## config.mk

```make
export PLATFORM = sky130hd
export DESIGN_NAME = fetch_unit
export DESIGN_NICKNAME = d
export VERILOG_FILES = /design/src/rtl/fetch_pkg.sv /design/src/rtl/sync_fifo.sv /design/src/rtl/fetch_unit.sv
export SDC_FILE = /design/constraint.sdc
export NUM_CORES = 1
export LEC_CHECK = 0
export ABC_AREA = 1
export BUFFER_PORTS_ARGS = -buffer_cell sky130_fd_sc_hd__buf_2
export CAP_MARGIN = 20
export CORE_AREA = 5 5 238 124
export DETAILED_ROUTE_END_ITERATION = 12
export DIE_AREA = 0 0 243 129
export GPL_TIMING_DRIVEN = 0
export PLACE_DENSITY = 0.78
export SYNTH_ARGS = -nofsm -noshare
export SYNTH_HDL_FRONTEND = slang
export SYNTH_HIERARCHICAL = 1
export SYNTH_SLANG_ARGS = --single-unit
```

## constraint.sdc

```tcl
create_clock -name clk_i -period 5.4 [get_ports clk_i]
set_input_delay 1.62 -clock clk_i [delete_from_list [all_inputs] [get_ports clk_i]]
set_output_delay 1.62 -clock clk_i [all_outputs]
set_load 0.02 [all_outputs]
```

## src/rtl/fetch_pkg.sv

```systemverilog
// Shared definitions for the instruction fetch unit and its prefetch queue.
package fetch_pkg;

    // Architectural word width that the queue entry layout is built on.
    localparam int XLEN = 32;

    // Default prefetch queue depth. Must be a power of two and at least 2.
    localparam int FETCH_DEPTH = 4;

    // Default address of the first fetch after reset.
    localparam logic [XLEN-1:0] FETCH_RESET_PC = 32'h0000_0000;

    // One prefetched instruction together with the address it was fetched from.
    typedef struct packed {
        logic [XLEN-1:0] pc;
        logic [XLEN-1:0] instr;
    } fetch_entry_t;

endpackage

```

## src/rtl/sync_fifo.sv

```systemverilog
// Single-clock FIFO with flush, occupancy count and asynchronous active-high reset.
module sync_fifo #(
    parameter int WIDTH = 64,
    parameter int DEPTH = 4
) (
    input  logic                   clk,
    input  logic                   rst,
    input  logic                   push,
    input  logic                   pop,
    input  logic                   flush,
    input  logic [WIDTH-1:0]       wdata,
    output logic [WIDTH-1:0]       rdata,
    output logic                   full,
    output logic                   empty,
    output logic [$clog2(DEPTH):0] count
);

    localparam int AW = $clog2(DEPTH);

    logic [WIDTH-1:0] mem [DEPTH];
    logic [AW-1:0]    wr_ptr;
    logic [AW-1:0]    rd_ptr;
    logic             do_push;
    logic             do_pop;

    assign full    = (count == (AW+1)'(DEPTH));
    assign empty   = (count == '0);
    // A full queue still accepts a push when the head leaves in the same cycle.
    assign do_push = push && (!full || pop);
    assign do_pop  = pop && !empty;
    assign rdata   = mem[rd_ptr];

    // Pointer and occupancy bookkeeping; flush wins over push and pop.
    always_ff @(posedge clk or posedge rst) begin
        // NOTE: registers take non-blocking assignments so every flop samples pre-edge values.
        if (rst) begin
            wr_ptr <= '0;
            rd_ptr <= '0;
            count  <= '0;
        end else if (flush) begin
            wr_ptr <= '0;
            rd_ptr <= '0;
            count  <= '0;
        end else begin
            if (do_push) wr_ptr <= wr_ptr + AW'(1);
            if (do_pop)  rd_ptr <= rd_ptr + AW'(1);
            count <= count + (AW+1)'(do_push) - (AW+1)'(do_pop);
        end
    end

    // Entry storage; contents are only meaningful where count says so.
    always_ff @(posedge clk) begin
        // NOTE: storage is deliberately left out of reset; the pointers and count make it unreadable.
        if (do_push && !flush) mem[wr_ptr] <= wdata;
    end

endmodule

```

## src/rtl/fetch_unit.sv

```systemverilog
// Instruction fetch: credit-limited memory requests, in-order responses, prefetch queue, redirect.
module fetch_unit
    import fetch_pkg::*;
#(
    parameter int                    DATA_WIDTH = XLEN,
    parameter int                    DEPTH      = FETCH_DEPTH,
    parameter logic [DATA_WIDTH-1:0] RESET_PC   = FETCH_RESET_PC
) (
    input  logic                  clk_i,
    input  logic                  rst_i,
    input  logic                  redirect_i,
    input  logic [DATA_WIDTH-1:0] redirect_pc_i,
    output logic                  imem_req_o,
    output logic [DATA_WIDTH-1:0] imem_addr_o,
    input  logic                  imem_gnt_i,
    input  logic                  imem_rvalid_i,
    input  logic [DATA_WIDTH-1:0] imem_rdata_i,
    output logic                  instr_valid_o,
    output logic [DATA_WIDTH-1:0] instr_o,
    output logic [DATA_WIDTH-1:0] instr_pc_o,
    input  logic                  instr_ready_i
);

    localparam int CW = $clog2(DEPTH) + 1;

    logic [DATA_WIDTH-1:0] fetch_pc;     // address of the next request
    logic [DATA_WIDTH-1:0] resp_pc;      // address belonging to the next live response
    logic [CW-1:0]         outstanding;  // accepted requests without a response, stale included
    logic [CW-1:0]         stale;        // oldest outstanding requests whose data must be dropped
    logic [CW-1:0]         q_count;
    logic [CW:0]           credit_used;
    logic                  q_full;
    logic                  q_empty;
    logic                  accepted;
    logic                  resp_any;
    logic                  push;
    logic                  pop;
    fetch_entry_t          push_entry;
    fetch_entry_t          head_entry;

    // Credit: queued entries plus in-flight requests may never exceed the queue depth.
    // Only registered state feeds the request, so read data never reaches imem_req_o.
    assign credit_used = {1'b0, q_count} + {1'b0, outstanding};
    assign imem_req_o  = !rst_i && !redirect_i && (credit_used < (CW+1)'(DEPTH));
    assign imem_addr_o = fetch_pc;
    assign accepted    = imem_req_o && imem_gnt_i;

    // A response with nothing outstanding cannot belong to this fetch stream and is ignored.
    assign resp_any   = imem_rvalid_i && (outstanding != '0);
    assign push       = resp_any && !redirect_i && (stale == '0) && !q_full;
    assign push_entry = '{pc: resp_pc, instr: imem_rdata_i};

    assign instr_valid_o = !q_empty && !redirect_i;
    assign pop           = instr_valid_o && instr_ready_i;
    assign instr_o       = head_entry.instr;
    assign instr_pc_o    = head_entry.pc;

    sync_fifo #(
        .WIDTH ($bits(fetch_entry_t)),
        .DEPTH (DEPTH)
    ) u_queue (
        .clk   (clk_i),
        .rst   (rst_i),
        .push  (push),
        .pop   (pop),
        .flush (redirect_i),
        .wdata (push_entry),
        .rdata (head_entry),
        .full  (q_full),
        .empty (q_empty),
        .count (q_count)
    );

    // In-flight accounting; a redirect turns everything still in flight into stale.
    always_ff @(posedge clk_i or posedge rst_i) begin
        if (rst_i) begin
            outstanding <= '0;
            stale       <= '0;
        end else begin
            outstanding <= outstanding + CW'(accepted) - CW'(resp_any);
            if (redirect_i)
                stale <= outstanding - CW'(resp_any);
            else if (resp_any && (stale != '0))
                stale <= stale - CW'(1);
        end
    end

    // Request and response address tracking; both restart at the word-aligned redirect target.
    always_ff @(posedge clk_i or posedge rst_i) begin
        if (rst_i) begin
            fetch_pc <= RESET_PC;
            resp_pc  <= RESET_PC;
        end else if (redirect_i) begin
            fetch_pc <= {redirect_pc_i[DATA_WIDTH-1:2], 2'b00};
            resp_pc  <= {redirect_pc_i[DATA_WIDTH-1:2], 2'b00};
        end else begin
            if (accepted) fetch_pc <= fetch_pc + DATA_WIDTH'(4);
            if (push)     resp_pc  <= resp_pc + DATA_WIDTH'(4);
        end
    end

endmodule

```

### Word level (Yosys, flattened, before mapping)

Memory sizes are Yosys's and may differ from the RTL's.
Index checks and enable logic that the tools add are counted.

* add/subtract/negate cells: 11
* multiplexer cells: 13
* equal/unequal tests: 1
* reduce and logical (&&, ||, !) cells: 27
* $lt $le $gt $ge: 1

Operators with widths (number)
* 2-to-1 mux 32 bit: 4
* adder 32 x 3 -> 32 bit (second input constant): 2
* logical AND 1 bit: 13
* nonzero test 2 bit: 5
* 2-to-1 mux 3 bit: 3
* subtractor 3 x 1 -> 3 bit: 3
* 2-to-1 mux 2 bit: 4
* adder 3 x 1 -> 3 bit: 2
* logical NOT 3 bit: 2
* nonzero test 3 bit: 2
* adder 2 x 1 -> 2 bit (second input constant): 2
* adder 3 x 3 -> 4 bit: 1
* logical NOT 1 bit: 4
* less-than comparator 4 x 3 -> 1 bit (second input constant): 1
* == test 3 bit (second input constant): 1
* subtractor 3 x 1 -> 3 bit (second input constant): 1
* 2-to-1 mux 1 bit: 2
* logical OR 1 bit: 1

* input port bits: 70
* register bits after elaboration: 77
* RAM bits: 256
* memories kept: 1

Memory list
* u_queue.mem: depth 4, bits a word 64, rd ports 1, clocked after Yosys merged registers in 0, write ports 1, RTL line sync_fifo.sv:20 `logic [WIDTH-1:0] mem [DEPTH];`

### Logic depth before layout (Yosys ltp)

* depth in word-level cells: 9
* mapped depth: 16
* mapped depth without buffers: 15

### Hierarchy

The synthesis kept the hierarchy.

By module, submodules not included
* sync_fifo: times used 1, area each 10055.9 sq um, cells each 679
* fetch_unit: times used 1, area each 4903.5 sq um, cells each 767

### Least setup slack after synthesis

Ideal clock, no wire load.

* kind: input to register
* start point: in redirect_i
* end point: mem u_queue.mem[0][0], enable pin
* stages: 8
* library setup time: 0.486 ns
* arrival time: 5.417 ns
* path slack: -0.503 ns
* cell sequence: buf_6 -> buf_2 -> buf_1 -> nor3b_1 -> inv_1 -> nand3_1 -> nand3_1 -> nor2_1

* word-level cells in the longest chain between the ends: 8
* elaborated cells between the ends (all ways): 11

Ends and longest elaborated chain
* start: declaration: RTL line fetch_unit.sv:11 `input logic redirect_i,`
* logical NOT 1 bit: RTL line fetch_unit.sv:53 `assign instr_valid_o = !q_empty && !redirect_i;`
* logical AND 1 bit: RTL line fetch_unit.sv:53
* logical AND 1 bit: RTL line fetch_unit.sv:54 `assign pop = instr_valid_o && instr_ready_i;`
* named net pop: RTL line fetch_unit.sv:37 `logic pop;`
* logical OR 1 bit: RTL line sync_fifo.sv:29 `assign do_push = push && (!full || pop);`
* logical AND 1 bit: RTL line sync_fifo.sv:29
* logical AND 1 bit: RTL line sync_fifo.sv:54 `if (do_push && !flush) mem[wr_ptr] <= wdata;`
* 2-to-1 mux 1 bit: RTL line sync_fifo.sv:54
* 2-to-1 mux 1 bit (implied by the code): RTL line sync_fifo.sv:54
* end: declaration: RTL line sync_fifo.sv:20

The timed path passes the listed nets, and every way through them passes these cells.

### Worst setup path in the final report

* start point: in redirect_i
* end point: out instr_valid_o

* word-level cells in the longest chain between the ends: 2

Ends and longest elaborated chain
* logical NOT 1 bit: RTL line fetch_unit.sv:53
* logical AND 1 bit: RTL line fetch_unit.sv:53
* end: declaration: RTL line fetch_unit.sv:18 `output logic instr_valid_o,`

Every way passes these cells.

==> run metrics <==
routability cong.=0.983; P_int=between 4000 and 5000 uW; max-slew violations=0; xor/xnor share of the synthesized area=less than 1%; terminus of the critical flop-to-flop path=u_queue/mem[3][11]$_DFFE_PP_; Psw=between 1500 and 2000 uW; Final HPWL DP=between 20000 and 30000 um; CTS max path bufs=3; share of cells above drive strength 1=roughly 19%; Core ar.=around 0.027 sq mm; CP peak stage delay=0.60 ns; mux share of post-synthesis cell area=0%; WP data arrival=roughly 3.2 ns; Cells after Synth=between 1k and 1.5k; largest net degree at the start of global routing=61; DP Area=0.0165 sq mm; Max Freq=208 MHz; Worst Path Required=about 3.8 ns; later-pin clock latency in the skew report=~0.56 ns; RSZ-0062 raised after global routing=no; post-route ant nets=0; sequential share of power=~54%; Max FO, Critical Path=10; GRT Residual Overflow=0; n_diodes=0; Die Span Y=between 100 and 150 um; yosys warns=6; sequential share of the synthesized area=63.6%; post-synth cell types=40; Routed WL=about 40000 um; synthesized area=between 0.01 and 0.015 sq mm; Power per Cell Area=~330 mW/mm^2; Overall Global Routing Usage=between 20% and 30%; crit path kind=in2out; CP endpoint kind=output pin; slew margin rel.=a little under half; Port Buffer Count=between 150 and 200; switching share of total power=between 20 and 30%; via density per instance=roughly 5.7; number of max-cap violations=0; WHS Endpoint=imem_addr_o[3]$_DFFE_PP0P_; drt wl/cell=just over 20 um; hold depth=2; count of endpoints failing setup in the final report=0; Hold Path Class=reg2reg; LEAKAGE=approximately 0.0070 uW; Hold Violations, Final=0; Starting Density=54.9%; CTS tree=done; Yosys top cell area share=approximately half; Worst setup SP type=input pin; Post-Syn Area per Cell=roughly 10 sq um; simple-gate share of the synthesized area=around 19%; Finished Cell Area=0.0173 sq mm; initial drt markers=~1.4k; Final period util=between 80% and 90%; synth top area cells=edfxtp_1 51%, dfrtp_1 12%, nand2_1 7.8%, nor2_1 5.1%, nand3_1 3.3%; VDD IR-drop max=0.236 mV; DRC=0; R2R depth=11; via count=roughly 12k; # rows=43; I/O Pins=approximately 170; clock power share=between 30% and 40%; Post-CTS Setup Inserts=0; initial antenna violation count=1; Compound-Gate Fraction of Synth Area=under 10%; Gates resized, CTS repair=0; Layout Nets=between 1.5k and 2k; Seq cells post-synth=roughly 330; Num CTS Buffers=29; cell chain of the critical path=buf_2, buf_6, buf_2, buf_1, nor2_1, buf_2; die width=about 240 um; CP max-delay cell=buf_1; commonest non-fill, non-tap cell in the layout=nand2_1; adder-cell share of the synthesized area=1.61%; most frequent cells in the layout=309 x nand2_1, 256 x edfxtp_1, 200 x nor2_1, 187 x buf_2, 106 x inv_1; H-tree level count=1; Least-Margin Pin Slew=between 0.8 and 0.9 ns; minimum clock period=4.80 ns; root buf cell=clkbuf_16; Worst Hold Launch=imem_addr_o[3]$_DFFE_PP0P_; Worst R2R Start=stale[0]$_DFFE_PP0P_; global-route wire length before repair=63000 um; clk sinks=about 330; vias in the first global route=between 10k and 15k; Worst-path clk slew=0.06 ns; CTS Hold Bufs=0; outcome=finished, final reports clean; most frequent cell on the critical path=buf_2; flop-to-flop setup slack=approximately 1.9 ns; drt pass-1 iters=5; die area=around 0.031 sq mm; Total Power=~5700 uW; Logic pwr share=around an eighth; cell taking the most area after synthesis=edfxtp_1; area grow syn2layout=15.8%; largest family of logic cells by synthesized area=simple AND/OR/NAND/NOR gates; Setup Skew=approximately 0.016 ns
## flip-flops by register name, summed over array words and instances (netlist names)
signal          flops
u_queue/wr_ptr      2
u_queue/rd_ptr      2
stale               3
u_queue/count       3
resp_pc            30
outstanding         3
u_queue/mem       256
imem_addr_o        30
## critical path: cells and delay by family
| family | cells | cell delay, ns |
|---|---|---|
| AND/OR/NAND/NOR | 1 | 0.16 |
| buffers and inverters | 5 | 1.39 |
## kinds of logic (layout without fill, tap and decap cells)
family	Yosys count	in the layout
simple gates	676	676
flops	329	329
compound gates	232	232
buf+inv	173	393
fa+ha+maj	18	18
xor+xnor	17	17
other cells	1	10
## per-layer routing
metal  GRT usage [%]  routed length [um]  vias to the layer above
met1            40.9               18600                     5603
met4            4.83                 642                        2
met2            36.5               17300                      625
met3            6.02                4470                       57
li1                -                   -                     5355
met5               0                  11                        -
## synth_stat cells
master / number
nand2_1: 309
edfxtp_1: 256
nor2_1: 204
inv_1: 107
nand3_1: 100
o21ai_0: 99
dfrtp_1: 73
o22ai_1: 54
o21ai_1: 50
buf_2: 24
nor2_2: 23
ha_1: 16
clkbuf_1: 15
buf_6: 14
nand3b_1: 10
o22ai_2: 10
xnor2_1: 9
xor2_1: 8
a21oi_1: 7
nand4_1: 7
buf_4: 6
nand2_2: 6
nor2_4: 6
o211ai_1: 6
a31oi_1: 4
nor3_1: 3
and2_1: 2
buf_8: 2
fa_1: 2
inv_4: 2
nand2_4: 2
o21bai_1: 2
buf_1: 1
clkinv_1: 1
conb_1: 1
inv_2: 1
nand3_2: 1
nand3_4: 1
nor3_2: 1
nor3b_1: 1
## stage by stage
step           setup TNS [ns]  util (%)  hold slack, ns  setup WS [ns]  cells
2_1_floorplan         -128.85         -           0.496         -0.503   1455
3_3_place_gp          -796.65      59.7           0.524          -3.22   1978
3_5_place_dp                0      60.6           0.527          0.275   1987
4_1_cts                     0      63.6           0.548          0.648   2035
5_1_grt                     0      63.6           0.588          0.523   2035
6_report                    0      63.6           0.548          0.596   2035
## how the worst max path moves through the flow
| stage | start | endpoint | depth (start not counted) |
|---|---|---|---|
| 3_5_place_dp | redirect_i | u_queue/mem[3][11]$_DFFE_PP_ | 11 |
| 5_1_grt | redirect_i | instr_valid_o | 6 |
| 6_report | redirect_i | instr_valid_o | 6 |
| 4_1_cts | redirect_i | instr_valid_o | 6 |
| 2_1_floorplan | redirect_i | u_queue/mem[0][0]$_DFFE_PP_ | 8 |
| 3_3_place_gp | redirect_i | u_queue/mem[3][6]$_DFFE_PP_ | 9 |
## power by group through the flow
stage / Combinational, uW / Sequential (uW) / Clock [uW]
2_1_floorplan: 437 / 3090 / 0
3_3_place_gp: 667 / 3110 / 0
3_5_place_dp: 704 / 3110 / 0
4_1_cts: 711 / 3060 / 1940
5_1_grt: 801 / 3080 / 2050
6_report: 718 / 3060 / 1910
## area by class of cell
| type | instances | area [sq um] |
|---|---|---|
| plain buffers | 62 | 413 |
| clock buffers | 36 | 752 |
| clock inverters | 12 | 81.3 |
| fillers | 2181 | 9900 |
| inverters | 111 | 424 |
| multi-input cells | 953 | 4670 |
| flip-flops and latches | 329 | 9510 |
| well taps | 360 | 450 |
| repair buffers | 172 | 1010 |
Power figures use the tool's default switching activity.
